$ cat src/rtl/calculator_pkg.sv
// Shared calculator types plus the arbitration state and limits used by
// calc_arbiter and other blocks that share one calculator datapath.
package calculator_pkg;

  typedef enum logic [1:0] {
    OP_ADD,
    OP_SUB,
    OP_AND,
    OP_OR
  } te_operation;

  typedef enum logic [1:0] {
    STATUS_OK,
    STATUS_OVERFLOW,
    STATUS_UNDERFLOW,
    STATUS_ERROR
  } te_out_status;

  localparam int CALC_ARB_MAX_REQ = 16;

  typedef enum logic [1:0] {
    ARB_IDLE,
    ARB_EXEC,
    ARB_RESP
  } te_arb_state;

endpackage

$ cat src/rtl/rr_arbiter.sv
// Combinational round-robin pick: first set request at or above ptr, wrapping.
// Reusable by any block that shares one resource among NUM_REQ clients.
module rr_arbiter #(
  parameter int NUM_REQ = 4,
  parameter int IDX_W   = $clog2(NUM_REQ)
) (
  input  logic [NUM_REQ-1:0] req,
  input  logic [IDX_W-1:0]   ptr,
  output logic [NUM_REQ-1:0] grant,
  output logic [IDX_W-1:0]   idx,
  output logic               any
);

  logic [IDX_W:0]   sum;
  logic [IDX_W-1:0] cand;

  always_comb begin
    grant = '0;
    idx   = '0;
    any   = 1'b0;
    sum   = '0;
    cand  = '0;
    for (int k = 0; k < NUM_REQ; k++) begin
      sum = {1'b0, ptr} + (IDX_W+1)'(k);
      if (sum >= (IDX_W+1)'(NUM_REQ)) sum = sum - (IDX_W+1)'(NUM_REQ);
      cand = sum[IDX_W-1:0];
      if (!any && req[cand]) begin
        any         = 1'b1;
        grant[cand] = 1'b1;
        idx         = cand;
      end
    end
  end

endmodule

$ cat src/rtl/calc_arbiter.sv
// Round-robin sharing of one calculator datapath among NUM_REQ requesters.
// Optional per-requester grant counters are enabled by CALC_ARB_PERF_EN.
module calc_arbiter
  import calculator_pkg::*;
#(
  parameter int BIT_WIDTH  = 8,
  parameter int NUM_REQ    = 4,
  parameter int DP_LATENCY = 1
) (
  input  logic                                  clk,
  input  logic                                  reset,
  input  logic [NUM_REQ-1:0]                    req_valid,
  output logic [NUM_REQ-1:0]                    req_ready,
  input  logic [NUM_REQ*BIT_WIDTH-1:0]          req_a,
  input  logic [NUM_REQ*BIT_WIDTH-1:0]          req_b,
  input  logic [NUM_REQ*$bits(te_operation)-1:0] req_op,
  output logic [BIT_WIDTH-1:0]                  dp_a,
  output logic [BIT_WIDTH-1:0]                  dp_b,
  output te_operation                           dp_operation,
  input  logic [BIT_WIDTH-1:0]                  dp_result,
  input  te_out_status                          dp_status,
  output logic                                  rsp_valid,
  input  logic                                  rsp_ready,
  output logic [$clog2(NUM_REQ)-1:0]            rsp_id,
  output logic [BIT_WIDTH-1:0]                  rsp_result,
  output te_out_status                          rsp_status,
`ifdef CALC_ARB_PERF_EN
  output logic [NUM_REQ*16-1:0]                 grant_count,
`endif
  output logic                                  busy
);

  localparam int IDX_W = $clog2(NUM_REQ);
  localparam int OP_W  = $bits(te_operation);
  // EXEC always lasts at least one cycle so the registered operands reach the datapath.
  localparam logic [3:0] LAT_LAST = (DP_LATENCY == 0) ? 4'd0 : 4'(DP_LATENCY - 1);

  te_arb_state            state_q, state_d;
  logic [IDX_W-1:0]       rr_ptr_q, rr_ptr_d;
  logic [3:0]             cnt_q, cnt_d;
  logic [BIT_WIDTH-1:0]   dp_a_q, dp_a_d, dp_b_q, dp_b_d;
  te_operation            dp_op_q, dp_op_d;
  logic [IDX_W-1:0]       rsp_id_q, rsp_id_d;
  logic [BIT_WIDTH-1:0]   rsp_result_q, rsp_result_d;
  te_out_status           rsp_status_q, rsp_status_d;
  logic [NUM_REQ-1:0]     req_ready_c;

  logic [NUM_REQ-1:0]     pick_grant;
  logic [IDX_W-1:0]       pick_idx;
  logic                   pick_any;

  rr_arbiter #(.NUM_REQ(NUM_REQ), .IDX_W(IDX_W)) u_rr (
    .req   (req_valid),
    .ptr   (rr_ptr_q),
    .grant (pick_grant),
    .idx   (pick_idx),
    .any   (pick_any)
  );

  always_comb begin
    state_d      = state_q;
    rr_ptr_d     = rr_ptr_q;
    cnt_d        = cnt_q;
    dp_a_d       = dp_a_q;
    dp_b_d       = dp_b_q;
    dp_op_d      = dp_op_q;
    rsp_id_d     = rsp_id_q;
    rsp_result_d = rsp_result_q;
    rsp_status_d = rsp_status_q;
    req_ready_c  = '0;
    case (state_q)
      ARB_IDLE: begin
        if (pick_any) begin
          req_ready_c = pick_grant;
          dp_a_d      = req_a[int'(pick_idx)*BIT_WIDTH +: BIT_WIDTH];
          dp_b_d      = req_b[int'(pick_idx)*BIT_WIDTH +: BIT_WIDTH];
          dp_op_d     = te_operation'(req_op[int'(pick_idx)*OP_W +: OP_W]);
          rsp_id_d    = pick_idx;
          rr_ptr_d    = (pick_idx == IDX_W'(NUM_REQ - 1)) ? '0 : pick_idx + 1'b1;
          cnt_d       = 4'd0;
          state_d     = ARB_EXEC;
        end
      end
      ARB_EXEC: begin
        if (cnt_q == LAT_LAST) begin
          rsp_result_d = dp_result;
          rsp_status_d = dp_status;
          state_d      = ARB_RESP;
        end else begin
          cnt_d = cnt_q + 4'd1;
        end
      end
      ARB_RESP: begin
        if (rsp_ready) state_d = ARB_IDLE;
      end
      default: state_d = ARB_IDLE;
    endcase
  end

  always_ff @(posedge clk) begin
    if (reset) begin
      state_q      <= ARB_IDLE;
      rr_ptr_q     <= '0;
      cnt_q        <= '0;
      dp_a_q       <= '0;
      dp_b_q       <= '0;
      dp_op_q      <= OP_ADD;
      rsp_id_q     <= '0;
      rsp_result_q <= '0;
      rsp_status_q <= STATUS_OK;
    end else begin
      state_q      <= state_d;
      rr_ptr_q     <= rr_ptr_d;
      cnt_q        <= cnt_d;
      dp_a_q       <= dp_a_d;
      dp_b_q       <= dp_b_d;
      dp_op_q      <= dp_op_d;
      rsp_id_q     <= rsp_id_d;
      rsp_result_q <= rsp_result_d;
      rsp_status_q <= rsp_status_d;
    end
  end

  // The grant is combinational, so mask it while reset is held.
  assign req_ready    = reset ? '0 : req_ready_c;
  assign dp_a         = dp_a_q;
  assign dp_b         = dp_b_q;
  assign dp_operation = dp_op_q;
  assign rsp_valid    = (state_q == ARB_RESP);
  assign rsp_id       = rsp_id_q;
  assign rsp_result   = rsp_result_q;
  assign rsp_status   = rsp_status_q;
  assign busy         = (state_q != ARB_IDLE);

`ifdef CALC_ARB_PERF_EN
  for (genvar gi = 0; gi < NUM_REQ; gi++) begin : g_perf
    logic [15:0] gc_q, gc_d;
    always_comb begin
      gc_d = gc_q;
      if (req_ready_c[gi] && (gc_q != 16'hFFFF)) gc_d = gc_q + 16'd1;
    end
    always_ff @(posedge clk) begin
      if (reset) gc_q <= '0;
      else       gc_q <= gc_d;
    end
    assign grant_count[gi*16 +: 16] = gc_q;
  end
`endif

endmodule
$ cat config.mk
export PLATFORM = sky130hd
export DESIGN_NAME = calc_arbiter
export DESIGN_NICKNAME = d
export VERILOG_FILES = /design/src/rtl/calculator_pkg.sv /design/src/rtl/rr_arbiter.sv /design/src/rtl/calc_arbiter.sv
export SDC_FILE = /design/constraint.sdc
export NUM_CORES = 1
export LEC_CHECK = 0
export ABC_CLOCK_PERIOD_IN_PS = 4300
export BUFFER_PORTS_ARGS = -buffer_cell sky130_fd_sc_hd__buf_2
export CAP_MARGIN = 40
export CORE_MARGIN = 2
export CORE_UTILIZATION = 48
export CTS_CLUSTER_DIAMETER = 100
export DETAILED_ROUTE_END_ITERATION = 10
export GPL_TIMING_DRIVEN = 0
export HOLD_SLACK_MARGIN = 0.1
export PLACE_DENSITY = 0.93
export SYNTH_ARGS = -nofsm -noshare
export SYNTH_HDL_FRONTEND = slang
export SYNTH_SLANG_ARGS = --single-unit
$ cat constraint.sdc
create_clock -name clk -period 4.3 [get_ports clk]
set_input_delay 0.43 -clock clk [delete_from_list [all_inputs] [get_ports clk]]
set_output_delay 0.43 -clock clk [all_outputs]
set_load 0.05 [all_outputs]
After elaboration in Yosys (flattened, before gate mapping)
Index checks and enable logic that the tools add are counted.
{"block": "word_totals", "register_bits": 38, "input_bits": 89, "out_inout_bits": 36, "word_cells": 104}
{"block": "op_classes", "add_sub_neg": 9, "order_cmp": 12, "eq_ne": 7, "shifts": 3, "muxes": 43, "bitwise_logic": 3, "reduce_logical": 18}
{"cell": "variable part select 32 x 6 -> 8 bit", "count": 2}
{"cell": "two-way mux 4 bit", "count": 9}
{"cell": "two-way mux 2 bit", "count": 12}
{"cell": "less-than comparator 2 x 3 -> 1 bit, second input constant", "count": 4}
{"cell": "two-way mux 1 bit", "count": 12}
{"cell": "bitwise OR 4 bit", "count": 3}
{"cell": "greater-or-equal comparator 3 bit, second input constant", "count": 3}
{"cell": "binary-select mux 1 bit (select 2 bit)", "count": 4}
{"cell": "demux 1 bit (select 2 bit)", "count": 4}
{"cell": "greater-or-equal comparator 2 x 1 -> 1 bit, second input constant", "count": 4}
{"cell": "one-hot mux 4 bit (2 select lines)", "count": 1}
{"cell": "variable part select 8 x 4 -> 2 bit", "count": 1}
{"cell": "subtractor 2 x 1 -> 2 bit, second input constant", "count": 4}
{"cell": "logical AND 1 bit", "count": 7}
{"cell": "adder 2 x 2 -> 3 bit, second input constant", "count": 2}
{"cell": "!= test 2 bit, second input constant", "count": 3}
{"cell": "one-hot mux 2 bit (3 select lines)", "count": 1}
{"cell": "AND reduction 3 bit", "count": 2}
{"cell": "adder 4 x 1 -> 4 bit, second input constant", "count": 1}
{"cell": "equality test 2 bit, second input constant", "count": 2}
{"cell": "zero test 4 bit", "count": 1}
{"cell": "AND reduction 2 bit", "count": 2}
{"cell": "nonzero test 2 bit", "count": 2}
{"cell": "adder 2 x 1 -> 3 bit, second input constant", "count": 1}
{"cell": "other kinds (6)", "count": 8}

Depth between registers and ports, before layout
{"block": "logic_depth", "depth_word": 17, "depth_mapped": 14, "depth_no_buf": 8}

By module
A second synthesis with hierarchy kept.
{"block": "hier_totals", "cells_unflattened": 209, "hier_area_um2": 2333.5}
{"module": "calc_arbiter", "instances": 1, "cells_each": 164, "area_per_inst_um2": 1911.8, "seq_area_each_um2": 760.7}
{"module": "rr_arbiter", "instances": 1, "cells_each": 45, "area_per_inst_um2": 421.7, "seq_area_each_um2": 0.0}

Worst setup path before layout
OpenSTA, ideal clock, no wires.
{"block": "synth_path", "path_kind": "reg-to-output", "start": "register rr_ptr_q[0]", "end": "output port req_ready[0]", "arrival_time_ns": 3.230, "t_required_ns": 3.870, "setup_slack_ns": 0.640, "path_stages_with_launch": 13, "n_path_buf": 4, "path_cell_list": "dfxtp_1 -> buf_4 -> inv_1 -> clkbuf_1 -> clkbuf_1 -> ha_1 -> clkbuf_1 -> nand2_1 -> o22ai_1 -> a31oi_1 -> o21ai_0 -> a221oi_1 -> nor2_1"}
{"block": "synth_via", "elab_chain_cells": 17, "elab_cells_between_ends": 63, "classes_between": "7 x add/sub; 12 x order compare; 31 x mux; 3 x bitwise; 10 x reduce/logical"}
{"element": "from (decl)", "line_no": "calc_arbiter.sv:39", "rtl": "logic [IDX_W-1:0] rr_ptr_q, rr_ptr_d;"}
{"element": "from (signal assigned)", "line_no": "calc_arbiter.sv:113", "rtl": "rr_ptr_q <= rr_ptr_d;"}
{"element": "branches (longest 14 deep; another with adder 2 x 1 -> 3 bit)"}
{"element": "two-way mux 4 bit (*)", "line_no": "calc_arbiter.sv:73", "rtl": "if (pick_any) begin"}
{"element": "two-way mux 4 bit (*)", "line_no": "calc_arbiter.sv:71", "rtl": "case (state_q)"}
{"element": "two-way mux 4 bit (*)", "line_no": "calc_arbiter.sv:125", "rtl": "assign req_ready = reset ? '0 : req_ready_c;"}
{"element": "to (decl)", "line_no": "calc_arbiter.sv:13", "rtl": "output logic [NUM_REQ-1:0] req_ready,"}
Mark *: on every way between the ends. The select of a mux whose other input is x is not followed.

Worst setup path after layout
{"block": "layout_path", "start": "register rr_ptr_q[0]", "end": "register dp_op_q[1] (netlist: dp_operation[1])"}
{"block": "layout_via", "elab_chain_cells": 15, "elab_cells_between_ends": 39, "classes_between": "7 x add/sub; 4 x order compare; 1 x shift; 20 x mux; 7 x reduce/logical"}
{"element": "branches (longest 15 deep; another with adder 2 x 1 -> 3 bit)"}
{"element": "to (signal assigned)", "line_no": "calc_arbiter.sv:117", "rtl": "dp_op_q <= dp_op_d;"}
{"element": "to (decl)", "line_no": "calc_arbiter.sv:42", "rtl": "te_operation dp_op_q, dp_op_d;"}
Several ways; the timed one is not identified. The select of a mux whose other input is x is not followed.
A chain may end at the register's enable or synchronous reset.

==> impl_metrics.toml <==
[logic_synthesis]
synth_edf_count = 0
muxShareOfSynthArea = 0.139
synth-xor-area-share = 0.00935
synth_top_flop_cell = "dfxtp_1"
synth-adder-area-share = 0.0445
ys_ff_latch = 38
netlist_instances = 348
async_flop_share = 0
avgSynthCellArea_um2 = 8.08
yosysWarnings = 0
syn-cell-area_um2 = 2810
synthesis.nets = 447
yosys.area_share.simple = 0.174
synth_top_family_by_area = "compound AO/OA/AOI/OAI gates"
ys_seq_area_frac = 0.271
synthDistinctLibCells = 48
synth_compound_area_frac = 0.298

[sta]
finalSetupViolations = 0
fin_tns_setup_ns = 0
finalMaxSlewViolations = 0
fin_crit_ns = 4.04
hold-worst-slack_ns = 0.366
worstMarginPinSlew_ns = 0.747
rsz0062_at_grt = "no"
max_freq_mhz = 248
finClkSkew_ns = 0.00478
hold_viol_final = 0
max_slew_margin = 0.489
fin_crit_sh = 0.939

[final_layout]
area_delta_synth_final_pct = 30.0
drive_gt1_frac = 0.326
nFillCells = 461
fin_nets = 576
diodes = 0
final-instance-count-excl-fill = 550

[route]
drt_iter0_drc = 373
vias_per_cell = 6.14
first_pass_iters = 5
routedWlPerCell_um = 16.3
ant_nets = 0
post-route-drc-count = 0
num_vias = 3378
wl_um = 8960

[hold_path]
holdPathEnd = "rsp_result[6]$_SDFFE_PP0P_"
hp-class = "input pin to register"
whs_path_depth = 3
min-delay-start = "dp_result[6]"

[worst_setup_path]
end_kind = "register"
worstRegToRegCells = 13
cp_max_fo = 13
start_kind = "register"
worstSetupPathType = "register to register"
worstReg2RegEnd = "dp_operation[1]$_SDFFE_PP0P_"
r2r_slack_ns = 0.26
crit_required_ns = 4.54
worstReg2RegStart = "rr_ptr_q[0]$_SDFFE_PP0P_"
critPathArrivalTime_ns = 4.28

[global_route]
grt_max_degree = 14
gr-usage-met3 = 0.0404
first_global_vias = 3069
antenna_found_initial = 0
grt_pass1_wl_um = 14000
grtUsageMet2 = 0.483
top_usage_layer = "met2"
grt_overflow = 0
grt_usage = 0.275
use_met1 = 0.336

[clock_tree]
clock_sinks = 38
cts_made_buffers = 5
h-tree-depth = 2
cts-root-buf = "clkbuf_8"
clk_pin_slew_worst_paths_ns = 0.08
cts_post_setup_buffers_inserted = 0
clock_path_buffers = 2
tritoncts = "built"
insertion_delay_ns = 0.29

[power]
power_density_nw_per_um2 = 610
peakVddDrop_uv = 381
finalPower_w = 0.00223
p_leak_nw = 1.74

[floorplan]
pin_count = 125
die_w_um = 80.5
initial_core_util = 0.504
core-area_um2 = 5570
design.die.area_um2 = 6480
die_h_um = 80.5
num_rows = 27

[outcome]
status = "complete, no violations"

[job]
maxCapViolCount = 0

[place]
gp_congestion = 0.969
dpl.cell_count = 542
port_buffers = 122
place_hpwl_um = 6840
[flip-flops by register name, indices dropped and copies added (netlist names)]
signal / cells
rr_ptr_q: 2
dp_b: 8
rsp_status: 2
rsp_result: 8
rsp_id: 2
dp_operation: 2
cnt_q: 4
dp_a: 8
state_q: 2
[cell families after synthesis]
family / count (synthesis)
AOI/OAI and AO/OA: 117
xor gates and xnor gates: 3
adders and majority gates: 10
buffers and inverters: 35
DFF: 38
muxes: 36
and+or+nand+nor: 109
[cells in the mapped netlist, types with 2 or more instances]
cell type	n	area [um2]
o22ai_1	28	175
ha_1	10	125
a22oi_1	4	30.0
mux2i_1	32	320
nand2b_1	4	25.0
o211ai_1	9	67.6
or2_2	2	12.5
buf_6	2	22.5
o21ai_0	10	50.1
nor3_1	4	20.0
a211oi_1	10	75.1
a221oi_1	4	35.0
buf_4	3	22.5
a2111oi_0	8	70.1
xor2_1	3	26.3
nor2_1	67	251
buf_1	3	11.3
dfxtp_1	38	761
inv_1	6	22.5
nand2_1	19	71.3
a31oi_1	10	62.6
a211o_1	11	96.3
buf_2	6	30.0
clkbuf_1	14	52.6
o221ai_1	8	70.1
a21oi_1	7	35.0
mux4_2	2	45.0
nor2b_1	4	25.0
[per-stage QoR]
step	util	instance area, um2	worst slack (ns)
3_3_place_gp	0.630	3510	0.231
3_5_place_dp	0.630	3510	0.0909
6_report	0.655	3650	0.260
4_1_cts	0.655	3650	0.0773
2_1_floorplan	-	2810	0.640
5_1_grt	0.655	3650	0.0993
[layout by cell type (no fill, tap or decap), types with 5 or more instances in the layout]
master,synthesis,layout
clkbuf_1,14,11
o21ai_0,10,9
buf_2,6,128
a21oi_1,7,7
a2111oi_0,8,8
a211oi_1,10,10
a31oi_1,10,10
inv_1,6,6
o221ai_1,8,8
ha_1,10,10
mux2i_1,32,32
clkbuf_8,0,5
a211o_1,11,11
o211ai_1,9,9
nand2_1,19,19
nor2_1,67,67
o22ai_1,28,28
dfxtp_1,38,38
[critical path, cell delays in order, from the launching register on]
cell and delay (ns):
dfxtp_1 0.42, buf_4 0.23, inv_1 0.13, clkbuf_1 0.41, clkbuf_2 0.39, ha_1 0.31, clkbuf_2 0.20, mux2i_1 0.18
a211o_1 0.27, nand2_1 0.28, buf_2 0.30, nor2_1 0.06, a2111oi_0 0.63, a211o_1 0.18
[routing by layer]
layer | wire length [um] | vias up
met5 | 0 | -
met4 | 176 | 0
met3 | 701 | 23
met2 | 4430 | 206
met1 | 3650 | 1576
li1 | - | 1573
[power breakdown]
part           switching (W)  total [W]  leakage, nW  internal [W]
Sequential         0.0000619   0.000499        0.313      0.000437
Clock               0.000136   0.000368       0.0683      0.000232
Combinational       0.000899    0.00136         1.36      0.000463
[worst max path at each step]
| stage | slack [ns] | startpoint | to | cells after the start |
|---|---|---|---|---|
| after floorplan | 0.64 | rr_ptr_q[0]$_SDFFE_PP0P_ | req_ready[0] | 12 |
| after global placement | 0.23 | rr_ptr_q[0]$_SDFFE_PP0P_ | dp_b[2]$_SDFFE_PP0P_ | 14 |
| after detailed placement | 0.09 | rr_ptr_q[0]$_SDFFE_PP0P_ | dp_b[2]$_SDFFE_PP0P_ | 14 |
| after CTS | 0.08 | rr_ptr_q[0]$_SDFFE_PP0P_ | req_ready[2] | 13 |
| after global routing | 0.1 | rr_ptr_q[0]$_SDFFE_PP0P_ | req_ready[2] | 13 |
| final | 0.26 | rr_ptr_q[0]$_SDFFE_PP0P_ | dp_operation[1]$_SDFFE_PP0P_ | 13 |
[layout make-up]
cell class,count,area [um2],share of cell area
sequential,38,761,0.208
buffer,29,163,0.0445
multi-input combinational,275,1870,0.511
timing repair buffer,122,611,0.167
inverter,6,22.5,0.00617
clock buffer,5,68.8,0.0188
clock inverter,3,68.8,0.0188
tap,72,90.1,0.0247
[what timing repair did]
action	4_1_cts	5_1_grt
hold buffers	0	0
setup endpoints to repair	4	12
gates cloned	0	0
resized for setup	1	5
Note: power is estimated with default switching activity, not from simulation.
